`config.mk`:
```
export PLATFORM = sky130hd
export DESIGN_NAME = dft_peak_detect
export DESIGN_NICKNAME = d
export VERILOG_FILES = /design/src/rtl/dft_pkg.sv /design/src/rtl/dft_bin_power.sv /design/src/rtl/dft_peak_detect.sv
export SDC_FILE = /design/constraint.sdc
export NUM_CORES = 2
export LEC_CHECK = 0
export ABC_AREA = 1
export BUFFER_PORTS_ARGS = -buffer_cell sky130_fd_sc_hd__buf_2
export CORE_MARGIN = 3
export CORE_UTILIZATION = 57
export CTS_CLUSTER_DIAMETER = 80
export DETAILED_ROUTE_END_ITERATION = 8
export GPL_TIMING_DRIVEN = 0
export PLACE_DENSITY_LB_ADDON = 0.2
export SETUP_SLACK_MARGIN = 0.3
export SLEW_MARGIN = 25
export SYNTH_ARGS = -nofsm -noshare
export SYNTH_HDL_FRONTEND = slang
export SYNTH_HIERARCHICAL = 1
export SYNTH_SLANG_ARGS = --single-unit
```
`constraint.sdc`:
```
create_clock -name clk -period 32.4 [get_ports clk]
set_clock_uncertainty 0.15 [all_clocks]
set_input_delay 8.1 -clock clk [delete_from_list [all_inputs] [get_ports clk]]
set_output_delay 8.1 -clock clk [all_outputs]
set_load 0.05 [all_outputs]
```
`src/rtl/dft_pkg.sv`:
```
// Shared constants, FSM state encoding and bin-slice helper for the DFT peak detector.
package dft_pkg;

   localparam int NBINS = 16;
   localparam int BW    = 16;
   localparam int PW    = 2 * BW;
   localparam int TW    = PW + $clog2(NBINS);
   localparam int KW    = $clog2(NBINS);

   typedef enum logic [1:0] {
      IDLE = 2'd0,
      SCAN = 2'd1,
      DONE = 2'd2
   } state_t;

   // Bin k occupies bus[BW*k +: BW], signed two's complement.
   function automatic logic signed [BW-1:0] get_bin(input logic [NBINS*BW-1:0] bus,
                                                     input logic [KW-1:0]       k);
      return $signed(bus[BW*k +: BW]);
   endfunction

endpackage

```
`src/rtl/dft_bin_power.sv`:
```
// Combinational bin power re^2 + im^2; signed BW-bit inputs, unsigned PW-bit result.
module dft_bin_power
   import dft_pkg::*;
(
   input  logic signed [BW-1:0] re,
   input  logic signed [BW-1:0] im,
   output logic        [PW-1:0] pwr
);

   logic signed [PW-1:0] re_ext, im_ext;
   logic signed [PW-1:0] re_sq, im_sq;

   // Each square is at most 2^30, so the unsigned sum peaks at 2^31 and fits PW bits.
   always_comb begin
      re_ext = PW'(re);
      im_ext = PW'(im);
      re_sq  = re_ext * re_ext;
      im_sq  = im_ext * im_ext;
      pwr    = $unsigned(re_sq) + $unsigned(im_sq);
   end

endmodule

```
`src/rtl/dft_peak_detect.sv`:
```
// Latches a 16-bin frame, scans one bin per clock for peak power and total power.
// Build option DFT_PEAK_DC_SKIP_EN excludes bin 0 from the peak search.
module dft_peak_detect
   import dft_pkg::*;
(
   input  logic                  clk,
   input  logic                  rst,
   input  logic                  in_valid,
   output logic                  in_ready,
   input  logic [NBINS*BW-1:0]   X,
   input  logic [NBINS*BW-1:0]   Y,
   output logic                  out_valid,
   input  logic                  out_ready,
   output logic [KW-1:0]         peak_bin,
   output logic [PW-1:0]         peak_pwr,
   output logic [TW-1:0]         total_pwr
);

`ifdef DFT_PEAK_DC_SKIP_EN
   localparam logic [KW-1:0] FIRST_K = KW'(1);
`else
   localparam logic [KW-1:0] FIRST_K = KW'(0);
`endif
   localparam logic [KW-1:0] LAST_K = KW'(NBINS - 1);

   state_t                state;
   logic [KW-1:0]         k;
   logic [NBINS*BW-1:0]   frame_x, frame_y;
   logic [PW-1:0]         run_max;
   logic [KW-1:0]         run_idx;
   logic [TW-1:0]         acc;

   logic signed [BW-1:0]  re, im;
   logic [PW-1:0]         pwr;
   logic                  take;
   logic [PW-1:0]         new_max;
   logic [KW-1:0]         new_idx;
   logic [TW-1:0]         new_acc;
   logic                  accept;

   assign accept = in_valid && in_ready;

   dft_bin_power u_bin_power (
      .re  (re),
      .im  (im),
      .pwr (pwr)
   );

   // NOTE: every always_comb output gets a default first so no path leaves it unassigned (no latch).
   always_comb begin
      re      = get_bin(frame_x, k);
      im      = get_bin(frame_y, k);
      // The first candidate bin loads unconditionally; later bins need strictly greater power,
      // so ties keep the lowest index.
      take    = (k == FIRST_K) || ((k > FIRST_K) && (pwr > run_max));
      new_max = take ? pwr : run_max;
      new_idx = take ? k   : run_idx;
      new_acc = acc + TW'(pwr);
   end

   // NOTE: the frame registers are plain data storage and carry no reset; they are only read while
   // scanning, which always follows a fresh load.
   always_ff @(posedge clk) begin
      if (state == IDLE && accept) begin
         frame_x <= X;
         frame_y <= Y;
      end
   end

   // NOTE: all sequential state uses non-blocking assignments so every register samples
   // pre-edge values, independent of statement order.
   always_ff @(posedge clk) begin
      if (rst) begin
         state     <= IDLE;
         in_ready  <= 1'b1;
         out_valid <= 1'b0;
         peak_bin  <= '0;
         peak_pwr  <= '0;
         total_pwr <= '0;
         k         <= '0;
         run_max   <= '0;
         run_idx   <= '0;
         acc       <= '0;
      end else begin
         case (state)
            IDLE: begin
               if (accept) begin
                  k        <= '0;
                  run_max  <= '0;
                  run_idx  <= '0;
                  acc      <= '0;
                  in_ready <= 1'b0;
                  state    <= SCAN;
               end
            end
            SCAN: begin
               run_max <= new_max;
               run_idx <= new_idx;
               acc     <= new_acc;
               k       <= k + 1'b1;
               if (k == LAST_K) begin
                  peak_bin  <= new_idx;
                  peak_pwr  <= new_max;
                  total_pwr <= new_acc;
                  out_valid <= 1'b1;
                  state     <= DONE;
               end
            end
            DONE: begin
               if (out_ready) begin
                  out_valid <= 1'b0;
                  in_ready  <= 1'b1;
                  state     <= IDLE;
               end
            end
            default: begin
               in_ready  <= 1'b1;
               out_valid <= 1'b0;
               state     <= IDLE;
            end
         endcase
      end
   end

endmodule

```
==> summary.md <==
| Metric | Value |
|---|---|
| Outcome | complete, no violations |
| Sequential share of the synthesized area | 38.7% |
| Synth Area in Compound Gates | 8.41% |
| Yosys reg bits | 664 |
| Fmax | 0.0726 GHz |
| DP Worst Slack | 19.03 ns |
| Antenna Nets Post-Route | 0 |
| Core Rows | 105 |
| Clock slew at reported path FFs | 0.06 ns |
| CTS tree | yes |
| CTS Sinks | 664 |
| Die X | 295 µm |
| Hold Crit Depth | 2 |
| Core area | 0.0824 mm² |
| Crit path top cell by count | fa_1 |
| Post-DP HPWL | 131000 µm |
| Share of layout cells above drive strength 1 | 15.0% |
| WP data required | 32.84 ns |
| Synthesized area per cell | 9.57 µm² |
| PostCTS Resize Cnt | 0 |
| Max Fanout on Critical Path | 11 |
| Worst relative slew slack | 20.6% |
| Congestion Overflow GR | 0 |
| IO Port Bufs | 588 |
| Total Wirelength | 160000 µm |
| M3 GR Usage | 8.98% |
| Vias in the first global route | 37900 |
| Post-Syn Area | 0.0476 mm² |
| Gr usage total | 36.9% |
| Worst hold start | acc[6]$_SDFFE_PP0P_ |
| Pin count of the biggest net entering global routing | 112 |
| Ys async rst share | 0% |
| YS warnings | 6 |
| CP endpoint kind | flop |
| Yosys cell types | 57 |
| Hold Path Sink | acc[6]$_SDFFE_PP0P_ |
| Layout area overhead | 14.7% |
| Crit Path Category | reg -> reg |
| R2R depth | 40 |
| DR vias/cell | 5.64 |
| RR Endpoint | total_pwr[28]$_SDFFE_PP0P_ |
| Hold WS | 0.319 ns |
| Max-cap check violation count | 0 |
| Routed wire length per instance | 23.5 µm |
| Number of synthesized flops with an enable pin | 512 |
| Final core occ | 66.3% |
| Die area | 0.0870 mm² |
| Worst hold path class | reg -> reg |
| Setup TNS | 0 ns |
| # DRC | 0 |
| Initial Util | 57.8% |
| Final critical-path share of the clock period | 42.5% |
| FILL cells | 6632 |
| Most used flip-flop cell after synthesis | edfxtp_1 |
| Die outline height | 295 µm |
| Hold Vio Cnt, Final | 0 |
| Synth Net Count | 6227 |
| Clk root buf | clkbuf_16 |
| Final Net Count | 6894 |
| Initial drt markers | 4316 |
| GR peak layer | met2 |
| GR Util met2 | 57.0% |
| Initial antenna violation count | 43 |
| Worst Setup Start Kind | flop |
| Largest family of logic cells by synthesized area | adder cells |
| Critical Path AT | 14.22 ns |
| Worst reg-to-reg setup slack | 18.62 ns |
| Slew Viols, Final | 0 |
| First-pass GRT wire length | 233000 µm |
| Synth Instances | 4975 |
| M1 GR Usage | 47.4% |
| I/O pins | 590 |
| H-tree level count | 3 |
| Slowest library cell on the worst path | clkbuf_1 |
| CTS Buf Count | 72 |
| Worst skew pair latency | 0.67 ns |
| RSZ-0062 raised after global routing | no |
| Postcts setup bufs | 0 |
| Synth Area in Adders | 27.6% |
| Final Critical Period | 13.78 ns |
| DR vias | 38400 |
| FF-to-FF Start | k[1]$_SDFFE_PP0P_ |
| Clock buffer depth | 3 |
| Final setup margin | 18.62 ns |
| Post-synthesis simple-gate area fraction | 14.2% |
| Post-synthesis mux area share | 0% |
| GP Congestion | 1.01 |
| Worst-margin pin slew | 1.18 ns |
| Final setup viols | 0 |
| Slowest stage delay, CP | 0.77 ns |
| First-pass iteration count of the detailed router | 6 |
| Post-synthesis xor/xnor area fraction | 1.14% |
| Cts hold-fix bufs | 0 |
## cell families (layout without fill, tap and decap cells)
logic type	count (synthesis)	after routing
xor gates and xnor gates	62	62
other	0	38
and+or+nand+nor	1604	1604
AOI/OAI and AO/OA	685	685
buffers and inverters	1224	1947
adders and majority gates	736	736
DFF	664	664
## worst max-delay path by stage
stage                      startpoint                          to  slack (ns)
floorplan                    in_valid           k[3]$_SDFFE_PP0P_       12.62
finish              k[1]$_SDFFE_PP0P_  total_pwr[28]$_SDFFE_PP0P_       18.62
CTS                 k[1]$_SDFFE_PP0P_  total_pwr[28]$_SDFFE_PP0P_       18.94
global route        k[0]$_SDFFE_PP0P_   peak_pwr[20]$_SDFFE_PP0P_       18.41
global placement             in_valid           k[3]$_SDFFE_PP0P_        6.97
detailed placement  k[1]$_SDFFE_PP0P_  total_pwr[28]$_SDFFE_PP0P_       19.03
## layout by cell type, fill, tap and decap left out, types with 72 or more instances in the layout
cell,count
a21oi_1,135
buf_2,616
clkbuf_1,177
clkbuf_16,72
dfxtp_1,152
edfxtp_1,512
fa_1,523
ha_1,213
inv_1,990
nand2_1,809
nand3_1,185
nor2_1,497
o21ai_0,319
o22ai_1,84
## final cells by class
type	instances	area, µm²	area share [%]
Inverter	1002	3770	6.90
Antenna cell	38	95.1	0.174
Buffer	222	970	1.78
Tap cell	1070	1340	2.45
Multi-Input combinational cell	3087	24500	44.8
Clock buffer	94	1950	3.58
Timing Repair Buffer	593	3080	5.64
Sequential cell	664	18400	33.7
Clock inverter	36	524	0.960
## stage by stage
| step | cell area [µm²] | std cells |
|---|---|---|
| 3_5_place_dp | 52000 | 6638 |
| 6_report | 54600 | 6806 |
| 5_1_grt | 54600 | 6800 |
| 2_1_floorplan | 47600 | 4975 |
| 4_1_cts | 54500 | 6768 |
| 3_3_place_gp | 51900 | 6633 |
## critical path: cells and delay by family, from the launching register on
family	cells	cell delay, ns
fa+ha+maj	10	4.86
buf+inv	11	3.57
compound gates	9	2.27
simple gates	9	1.88
xor+xnor	1	0.56
flops	1	0.41
## synth_stat cells (all sizes together), types with 5 or more instances
cell | number | area, µm²
inv | 999 | 3750
nand2 | 854 | 3500
fa | 523 | 10500
edfxtp | 512 | 15400
nor2 | 503 | 1910
o21ai | 326 | 1640
ha | 213 | 2670
nand3 | 188 | 956
a21oi | 166 | 947
clkbuf | 165 | 619
dfxtp | 152 | 3040
o22ai | 84 | 526
buf | 57 | 347
o221ai | 46 | 403
xor2 | 43 | 377
o211ai | 22 | 165
nor3 | 19 | 110
xnor2 | 19 | 166
a21o | 15 | 113
nand3b | 14 | 118
nand4 | 9 | 56.3
o21bai | 9 | 82.6
or2 | 8 | 50.1
nor4 | 5 | 46.3
## flip-flops by register name, indices dropped and copies added (netlist names)
register / count
out_valid: 1
frame_x: 256
state: 2
k: 4
in_ready: 1
run_max: 32
peak_bin: 4
acc: 36
peak_pwr: 32
run_idx: 4
frame_y: 256
total_pwr: 36
## layer usage
layer | up-vias | part of all wire (%)
met5 | - | 0.043
met4 | 12 | 7.2
met3 | 414 | 11
met2 | 2238 | 45
met1 | 18600 | 37
li1 | 17100 | -
Power is not shown: default switching activity piles up to over one toggle a cycle in this logic, so the estimate is an artifact.
